### src/rtl/picoctrl_pkg.sv
// Shared types and constants for the picoctrl sequencer.
// Instruction word layout: {cond[3:0], op[1:0], reg[1:0], imm[7:0]}.
package picoctrl_pkg;

  typedef enum logic [1:0] {
    ST_IDLE  = 2'd0,
    ST_FETCH = 2'd1,
    ST_EXEC  = 2'd2
  } state_t;

  localparam logic [1:0] OP_JUMP  = 2'b00;
  localparam logic [1:0] OP_WRITE = 2'b01;

  localparam logic [1:0] REG_OUT0 = 2'd0;
  localparam logic [1:0] REG_OUT1 = 2'd1;
  localparam logic [1:0] REG_OUT2 = 2'd2;
  localparam logic [1:0] REG_OUT3 = 2'd3;

  // cond[3] is the required polarity, cond[2:0] selects one of c0..c7
  localparam int COND_W       = 4;
  localparam int COND_POL_BIT = 3;
  localparam int COND_SEL_W   = 3;

  typedef struct packed {
    logic [COND_W-1:0] cond;
    logic [1:0]        op;
    logic [1:0]        rsel;
    logic [7:0]        imm;
  } instr_t;

  localparam logic [15:0] NOP = 16'h8000;

  function automatic logic cond_match(input logic [7:0] cond_eff,
                                      input logic [COND_W-1:0] cond);
    return cond_eff[cond[COND_SEL_W-1:0]] == cond[COND_POL_BIT];
  endfunction

endpackage

### src/rtl/picoctrl_sequencer_sync2.sv
// Two-flop synchronizer for the external condition lines.
// Only instantiated when PICOCTRL_SYNC_COND_EN is defined.
module picoctrl_sync2 #(
  parameter int W = 8
) (
  input  logic         clk,
  input  logic         reset,
  input  logic [W-1:0] d,
  output logic [W-1:0] q
);

  logic [W-1:0] meta;

  // two-stage capture, both stages clear on reset
  always_ff @(posedge clk) begin
    if (reset) begin
      meta <= '0;
      q    <= '0;
    end else begin
      meta <= d;
      q    <= meta;
    end
  end

endmodule

### src/rtl/picoctrl_sequencer.sv
// Tiny ROM-driven sequencer: fetch/execute of conditional write and jump.
// Optional feature macro: PICOCTRL_SYNC_COND_EN (synchronize cond_in).
//
// state    | meaning
// ST_IDLE  | halted, waiting for run
// ST_FETCH | rom_data at pc captured into ir
// ST_EXEC  | ir executed, pc advanced or jumped
module picoctrl_sequencer
  import picoctrl_pkg::*;
#(
  parameter int ADDR_W = 5,
  parameter int DATA_W = 8
) (
  input  logic              clk,
  input  logic              reset,
  input  logic              run,
  input  logic [7:0]        cond_in,
  output logic [ADDR_W-1:0] rom_addr,
  input  logic [15:0]       rom_data,
  output logic [DATA_W-1:0] out0,
  output logic [DATA_W-1:0] out1,
  output logic [DATA_W-1:0] out2,
  output logic [DATA_W-1:0] out3,
  output logic              busy,
  output logic [ADDR_W-1:0] pc
);

  state_t            state, state_nxt;
  logic              fetch_en, exec_en;
  instr_t            ir;
  logic [7:0]        cond_eff;
  logic              match;
  logic [DATA_W-1:0] out_r [4];

`ifdef PICOCTRL_SYNC_COND_EN
  picoctrl_sync2 #(.W(8)) u_sync (
    .clk   (clk),
    .reset (reset),
    .d     (cond_in),
    .q     (cond_eff)
  );
`else
  assign cond_eff = cond_in;
`endif

  assign match    = cond_match(cond_eff, ir.cond);
  assign rom_addr = pc;
  assign busy     = (state != ST_IDLE);
  assign out0     = out_r[REG_OUT0];
  assign out1     = out_r[REG_OUT1];
  assign out2     = out_r[REG_OUT2];
  assign out3     = out_r[REG_OUT3];

  // state register
  always_ff @(posedge clk) begin
    if (reset) state <= ST_IDLE;
    else       state <= state_nxt;
  end

  // next-state and phase strobes; an instruction in EXEC always finishes
  always_comb begin
    state_nxt = state;
    fetch_en  = 1'b0;
    exec_en   = 1'b0;
    case (state)
      ST_IDLE:  if (run) state_nxt = ST_FETCH;
      ST_FETCH: begin
        fetch_en  = 1'b1;
        state_nxt = ST_EXEC;
      end
      ST_EXEC: begin
        exec_en   = 1'b1;
        state_nxt = run ? ST_FETCH : ST_IDLE;
      end
      default:  state_nxt = ST_IDLE;
    endcase
  end

  // instruction register, program counter and output registers
  always_ff @(posedge clk) begin
    if (reset) begin
      pc    <= '0;
      ir    <= NOP;
      out_r <= '{default: '0};
    end else begin
      if (fetch_en) ir <= rom_data;
      if (exec_en) begin
        pc <= pc + 1'b1;
        case (ir.op)
          OP_WRITE: if (match) out_r[ir.rsel] <= DATA_W'(ir.imm);
          OP_JUMP:  if (match) pc <= ADDR_W'(ir.imm);
          default:  ;
        endcase
      end
    end
  end

endmodule
### config.mk
export PLATFORM = sky130hd
export DESIGN_NAME = picoctrl_sequencer
export DESIGN_NICKNAME = d
export VERILOG_FILES = /design/src/rtl/picoctrl_pkg.sv /design/src/rtl/picoctrl_sequencer_sync2.sv /design/src/rtl/picoctrl_sequencer.sv
export SDC_FILE = /design/constraint.sdc
export NUM_CORES = 1
export LEC_CHECK = 0
export ABC_AREA = 1
export BUFFER_PORTS_ARGS = -buffer_cell sky130_fd_sc_hd__buf_4
export CAP_MARGIN = 20
export CORE_MARGIN = 4
export CORE_UTILIZATION = 53
export CTS_BUF_LIST = sky130_fd_sc_hd__clkbuf_8
export DETAILED_ROUTE_END_ITERATION = 7
export GPL_TIMING_DRIVEN = 0
export PLACE_DENSITY = 0.83
export SKIP_LAST_GASP = 1
export SYNTH_ARGS = -nofsm -noshare
export SYNTH_HDL_FRONTEND = slang
export SYNTH_SLANG_ARGS = --single-unit
### constraint.sdc
create_clock -name clk -period 2.2 [get_ports clk]
set_clock_uncertainty 0.15 [all_clocks]
set_input_delay 0.22 -clock clk [delete_from_list [all_inputs] [get_ports clk]]
set_output_delay 0.22 -clock clk [all_outputs]
set_load 0.05 [all_outputs]
==> results of run 1 <==
[flip-flops by register name (all words and copies together), names as in the netlist]
name	count
out0	8
ir	16
pc	5
out1	8
state	2
out2	8
out3	8
[worst reg2reg max path, stage by stage, from the launching register on]
cell and delay (ps):
dfxtp_1 370, inv_2 60, nor2_4 170, inv_2 110, nor3b_4 390, nand3_1 340
nand2_1 160, a21oi_1 70
[cells in the final DEF, fill, tap and decap left out, drive strengths merged, types with 7 or more instances in the layout]
cell type    instances
a21oi               45
buf                 81
clkbuf              12
dfxtp               55
dlygate4sd3          7
inv                 26
nand2               59
nand3               23
nand4               32
nor2                22
o21ai               16
[path summary, 6_finish.rpt]
check,start,to,slack [ps],cells past startpoint
setup reg to reg,state[1],out0[3],250,7
setup / recovery,state[1],out0[3],250,7
hold reg to reg,out0[2],out0[2],320,2
hold / removal,rom_data[5],ir[5],-5,3
[kinds of logic after synthesis]
family / count (synthesis) / synth area share [%]
xor gates and xnor gates: 3 / 1.13
AOI/OAI and AO/OA: 62 / 13.5
and+or+nand+nor: 137 / 28.0
buffers and inverters: 45 / 9.38
adders and majority gates: 1 / 0.539
DFF: 55 / 47.4
[repair_timing]
item | 4_1_cts | 5_1_grt
setup endpoints to repair | 0 | 0
endpoints found under the hold margin | 7 | 0
hold buffers | 7 | 0
gates resized for setup | 0 | 0
[metrics by stage]
stage | cell area, um^2 | util (%) | worst slack (ps) | hold WS [ps]
2_1_floorplan | 2320 | - | 524 | 191
3_3_place_gp | 2900 | 70.5 | 326 | 289
3_5_place_dp | 2900 | 70.5 | 231 | 298
4_1_cts | 3060 | 74.3 | 220 | 4.72
5_1_grt | 3060 | 74.3 | 57.2 | 23.0
6_report | 3060 | 74.3 | 248 | -4.62
[final cells by class]
class	instances	area, um^2	share of cell area (%)
Multi-Input combinational cell	203	1000	32.8
Sequential cell	55	1100	36.0
Inverter	26	97.6	3.19
Timing Repair Buffer	76	588	19.2
Tap cell	50	62.6	2.05
Buffer	19	120	3.93
Clock buffer	5	68.8	2.25
Clock inverter	3	16.3	0.532
[synth_stat cells]
| cell type | instances | area share (%) |
|---|---|---|
| nand2_1 | 59 | 9.5 |
| dfxtp_1 | 55 | 47 |
| a21oi_1 | 45 | 9.7 |
| nand4_1 | 32 | 8.6 |
| inv_1 | 22 | 3.6 |
| nand3_1 | 22 | 4.7 |
| nor2_1 | 21 | 3.4 |
| o21ai_0 | 16 | 3.5 |
| clkbuf_1 | 7 | 1.1 |
| buf_4 | 6 | 1.9 |
| buf_2 | 3 | 0.65 |
| buf_6 | 3 | 1.5 |
| inv_2 | 3 | 0.49 |
| xor2_1 | 2 | 0.75 |
| clkinv_1 | 1 | 0.16 |
| ha_1 | 1 | 0.54 |
| nand3_2 | 1 | 0.43 |
| nor2_4 | 1 | 0.49 |
| nor3b_4 | 1 | 0.81 |
| o211ai_1 | 1 | 0.32 |
| xnor2_1 | 1 | 0.38 |
[routing by layer]
| metal | up-vias | wire length (um) |
|---|---|---|
| met5 | - | 0 |
| met4 | 0 | 114 |
| met3 | 13 | 475 |
| met2 | 89 | 2960 |
| met1 | 1096 | 2540 |
| li1 | 1188 | - |
[power by group through the flow]
| stage | Clock [mW] | Sequential [mW] | Combinational (mW) |
|---|---|---|---|
| after detailed placement | 0 | 1.08 | 0.289 |
| after floorplan | 0 | 1.08 | 0.189 |
| final | 0.539 | 1.06 | 0.302 |
| after global placement | 0 | 1.08 | 0.282 |
| after CTS | 0.543 | 1.05 | 0.301 |
| after global routing | 0.576 | 1.06 | 0.334 |
==> metrics.csv, run 1 <==
stage,metric,value,unit
power,switching_share,28.4,%
floorplanning,start_util,56.4,%
finish,diodes,0,
grt,grt_usage,22.9,%
cts,root_buffer,clkbuf_8,
drt,first_pass_iters,4,
sta,setup_violations,0,
synthesis,avgSynthCellArea,7.66,um^2
place,placed_cells,422,
cts,h-tree-depth,2,
place,hpwlAfterDp,4410,um
worst_setup_path,path_cells,inv_2 > nor2_4 > inv_2 > nor3b_4 > nand3_1 > nand2_1 > a21oi_1,
floorplanning,rows,23,
power,p_clk_share,28.4,%
finish,layout-drive-gt1-share,24.3,%
worst_setup_path,path_max_fanout,9,
grt,met2_usage,39.1,%
grt,grt_remaining_overflow,0,
sta,holdWs,-4.62,ps
sta,slew_headroom,60.5,%
cts,cts_tree,done,
finish,fin_cells,437,
power,total_power,1.90,mW
synthesis,ys_ff_latch,55,
finish,syn_to_final_growth,31.7,%
sta,period_needed,1950,ps
worst_setup_path,crit_buf_inv,2,
run_status,status,"complete, but fails checks",
run_status,violations,hold timing,
sta,setup_tns,0,ps
cts,numCtsBuffers,5,
power,seqPwrFrac,55.7,%
drt,ant_nets,0,
grt,met1_usage,29.0,%
cts,path_clk_slew,90,ps
worst_setup_path,cpMostUsedCell,inv_2,
grt,grt_max_degree,17,
floorplanning,core_area,4120,um^2
synthesis,yosysSeqAreaShare,47.4,%
floorplanning,die_h,74.2,um
power,ir_drop,0.465,mV
worst_hold_path,min_path_type,input port to flop,
drt,drc,0,
grt,antenna_found_initial,0,
cts,clock-sinks,55,
sta,worst_pin_slew,591,ps
drt,wire_per_inst,13.9,um
finish,filler_cell_count,328,
power,p_int,1.36,mW
worst_setup_path,cp_top_family,simple AND/OR/NAND/NOR gates,
worst_setup_path,required,2220,ps
worst_setup_path,cp-start-kind,flop,
worst_setup_path,path_class,flop to flop,
power,p_comb_share,15.9,%
sta,fmax,0.512,GHz
cts,cts_setup_buffers,0,
synthesis,synth_fp_nets,331,
synthesis,synth.distinct_cells,21,
sta,slew_viol_final,0,
worst_setup_path,critPathArrivalTime,1980,ps
sta,finalCritPeriodShare,88.7,%
finish,nNetsFinal,414,
grt,grt_pass1_vias,2224,
worst_setup_path,cp-end-kind,flop,
floorplanning,dieArea,5500,um^2
power,switching_power,0.539,mW
worst_setup_path,cpMaxStageDelayCell,nor3b_4,
grt,met3_usage,4.73,%
power,p_leak,1.31,nW
place,numPortBuffers,69,
synthesis,mappedNetlistArea,2320,um^2
sta,hold_violations,1,
power,p_per_area,621,nW/um^2
drt,num_vias,2386,
cts,insertion_delay,300,ps
synthesis,syn_inst,303,
drt,routed_via_density,5.46,
job,cap_viol_max_count,0,
drt,routed_wl,6090,um
synthesis,yosysWarnings,0,
floorplanning,ios,70,
drt,drt_iter0_markers,243,
place,gp_congestion,0.805,
worst_setup_path,critPathMaxStageDelay,380,ps
cts,clk_path_buf_depth,2,
grt,grt_pass1_wl,9800,um
grt,grt-busiest-layer,met2,
floorplanning,dieWidth,74.2,um
sta,rsz0062_at_grt,no,
Note: power is estimated with default switching activity, not from simulation.
==> inputs of run 2 (changes only) <==
Settings changed: CORE_UTILIZATION 53 to 51, CTS_BUF_LIST sky130_fd_sc_hd__clkbuf_8 to sky130_fd_sc_hd__clkbuf_16, PLACE_DENSITY 0.83 to 0.8.
==> run 2 against run 1 <==
  * The flow still finishes with violations (hold timing)
  * Worst setup slack got worse by 19 ps
  * Die area rose by 3.5%
  * Clock power rose by 44%
  * First-iteration DRC count fell by 24%
  * Count of clock-buffer cells in the layout did not move
  * Cell count fell by 0.92%
  * Critical endpoint is now out2[6]
==> metrics.csv, run 2 (synthesis results as in run 1) <==
stage,metric,value,unit
run_status,status,"complete, but fails checks",
run_status,violations,hold timing,
grt,grt_pass1_vias,2038,
floorplanning,ios,70,
worst_setup_path,cp-start-kind,flop,
cts,h-tree-depth,2,
finish,final_common_cell,buf_4,
power,p_clk_share,36.5,%
power,seqPwrFrac,49.7,%
place,numPortBuffers,69,
worst_setup_path,required,2210,ps
drt,drc,0,
drt,wire_per_inst,13.8,um
drt,routed_via_density,5.42,
grt,grt_pass1_wl,9510,um
finish,layout_common_cells,"buf_4, nand2_1, dfxtp_1, a21oi_1, nand4_1",
place,gp_congestion,0.800,
cts,root_buffer,clkbuf_16,
power,p_per_area,695,nW/um^2
finish,regMostFlops,ir,
sta,hold_violations,1,
grt,grt_max_degree,18,
drt,ant_nets,0,
power,p_comb_share,13.8,%
finish,syn_to_final_growth,31.8,%
worst_setup_path,cp-end-kind,flop,
grt,grt_usage,21.7,%
floorplanning,die_h,75.5,um
cts,numCtsBuffers,5,
sta,period_needed,1970,ps
cts,clock-sinks,55,
floorplanning,dieWidth,75.5,um
sta,slew_viol_final,0,
finish,diodes,0,
sta,rsz0062_at_grt,no,
power,p_int,1.55,mW
sta,setup_tns,0,ps
grt,grt_remaining_overflow,0,
cts,cts_tree,done,
drt,drt_iter0_markers,185,
place,hpwlAfterDp,4420,um
cts,clk_path_buf_depth,2,
floorplanning,start_util,52.9,%
drt,first_pass_iters,4,
drt,routed_wl,6000,um
sta,fmax,0.507,GHz
floorplanning,core_area,4380,um^2
power,p_leak,1.30,nW
worst_setup_path,critPathArrivalTime,1980,ps
worst_setup_path,path_class,flop to flop,
floorplanning,rows,24,
sta,setup_violations,0,
power,switching_share,26.9,%
finish,largest_reg_flops,16,
finish,nNetsFinal,408,
worst_hold_path,min_path_type,input port to flop,
sta,finalCritPeriodShare,89.6,%
power,switching_power,0.572,mW
worst_setup_path,path_max_fanout,9,
drt,num_vias,2347,
sta,slew_headroom,59.1,%
finish,layout-drive-gt1-share,24.9,%
cts,path_clk_slew,70,ps
cts,insertion_delay,300,ps
grt,antenna_found_initial,0,
floorplanning,dieArea,5690,um^2
power,ir_drop,0.323,mV
job,cap_viol_max_count,0,
sta,worst_pin_slew,611,ps
sta,holdWs,-1.23,ps
[run 2: cell types whose count changed in the layout (fill, tap and decap cells not counted)]
| cell | delta |
|---|---|
| inv_1 | -1 |
| clkinvlp_4 | +1 |
| clkbuf_16 | +5 |
| clkbuf_8 | -5 |
| dlygate4sd3_1 | -6 |
[run 2: layout make-up]
class,instances,area [um^2]
Fill cell,380,1330
Inverter,26,97.6
Sequential cell,55,1100
Tap cell,52,65.1
Clock buffer,5,125
Timing Repair Buffer,70,528
Buffer,19,120
Multi-Input combinational cell,203,1000
Clock inverter,3,20.0
[run 2: routing by layer]
layer | GRT usage (%) | wire [um]
met5 | 0 | 0
met4 | 9.51 | 128
met3 | 3.56 | 340
met2 | 33.7 | 2880
met1 | 29.9 | 2650
[run 2: worst paths after layout]
kind	slack [ps]	cells past startpoint	endpoint	startpoint
max	230	7	out2[6]	state[1]
min	-1	3	ir[10]	rom_data[10]
max reg2reg	230	7	out2[6]	state[1]
min reg2reg	310	2	out3[3]	out3[3]
[run 2: critical path, cell delays in order, from the launching register on]
cell and delay (ps):
dfxtp_1 340, inv_2 60, nor2_4 180, inv_2 110
nor3b_4 400, nand3_1 370, nand2_1 150, a21oi_1 80
[run 2: per-stage QoR]
step | worst slack (ps) | power (mW) | util (%) | std cells | instance area, um^2
CTS | 243 | 2.13 | 69.8 | 433 | 3060
detailed placement | 258 | 1.37 | 66.2 | 424 | 2900
finish | 229 | 2.13 | 69.8 | 433 | 3060
floorplan | 524 | 1.27 | - | 303 | 2320
global placement | 284 | 1.36 | 66.2 | 424 | 2900
global route | 78.7 | 2.20 | 69.8 | 433 | 3060
[run 2: repair_timing]
item                       4_1_cts  5_1_grt
gates resized for setup          0        0
setup endpoints to repair        0        0
setup buffers                    0        0
hold endpoints to repair         1        0
hold buffers                     1        0
[run 2: power by group through the flow]
stage	Sequential, mW	Combinational [mW]	Clock, mW
after floorplan	1.08	0.189	0
after global placement	1.08	0.283	0
after detailed placement	1.08	0.288	0
after CTS	1.05	0.292	0.781
after global routing	1.06	0.325	0.813
final	1.06	0.293	0.776
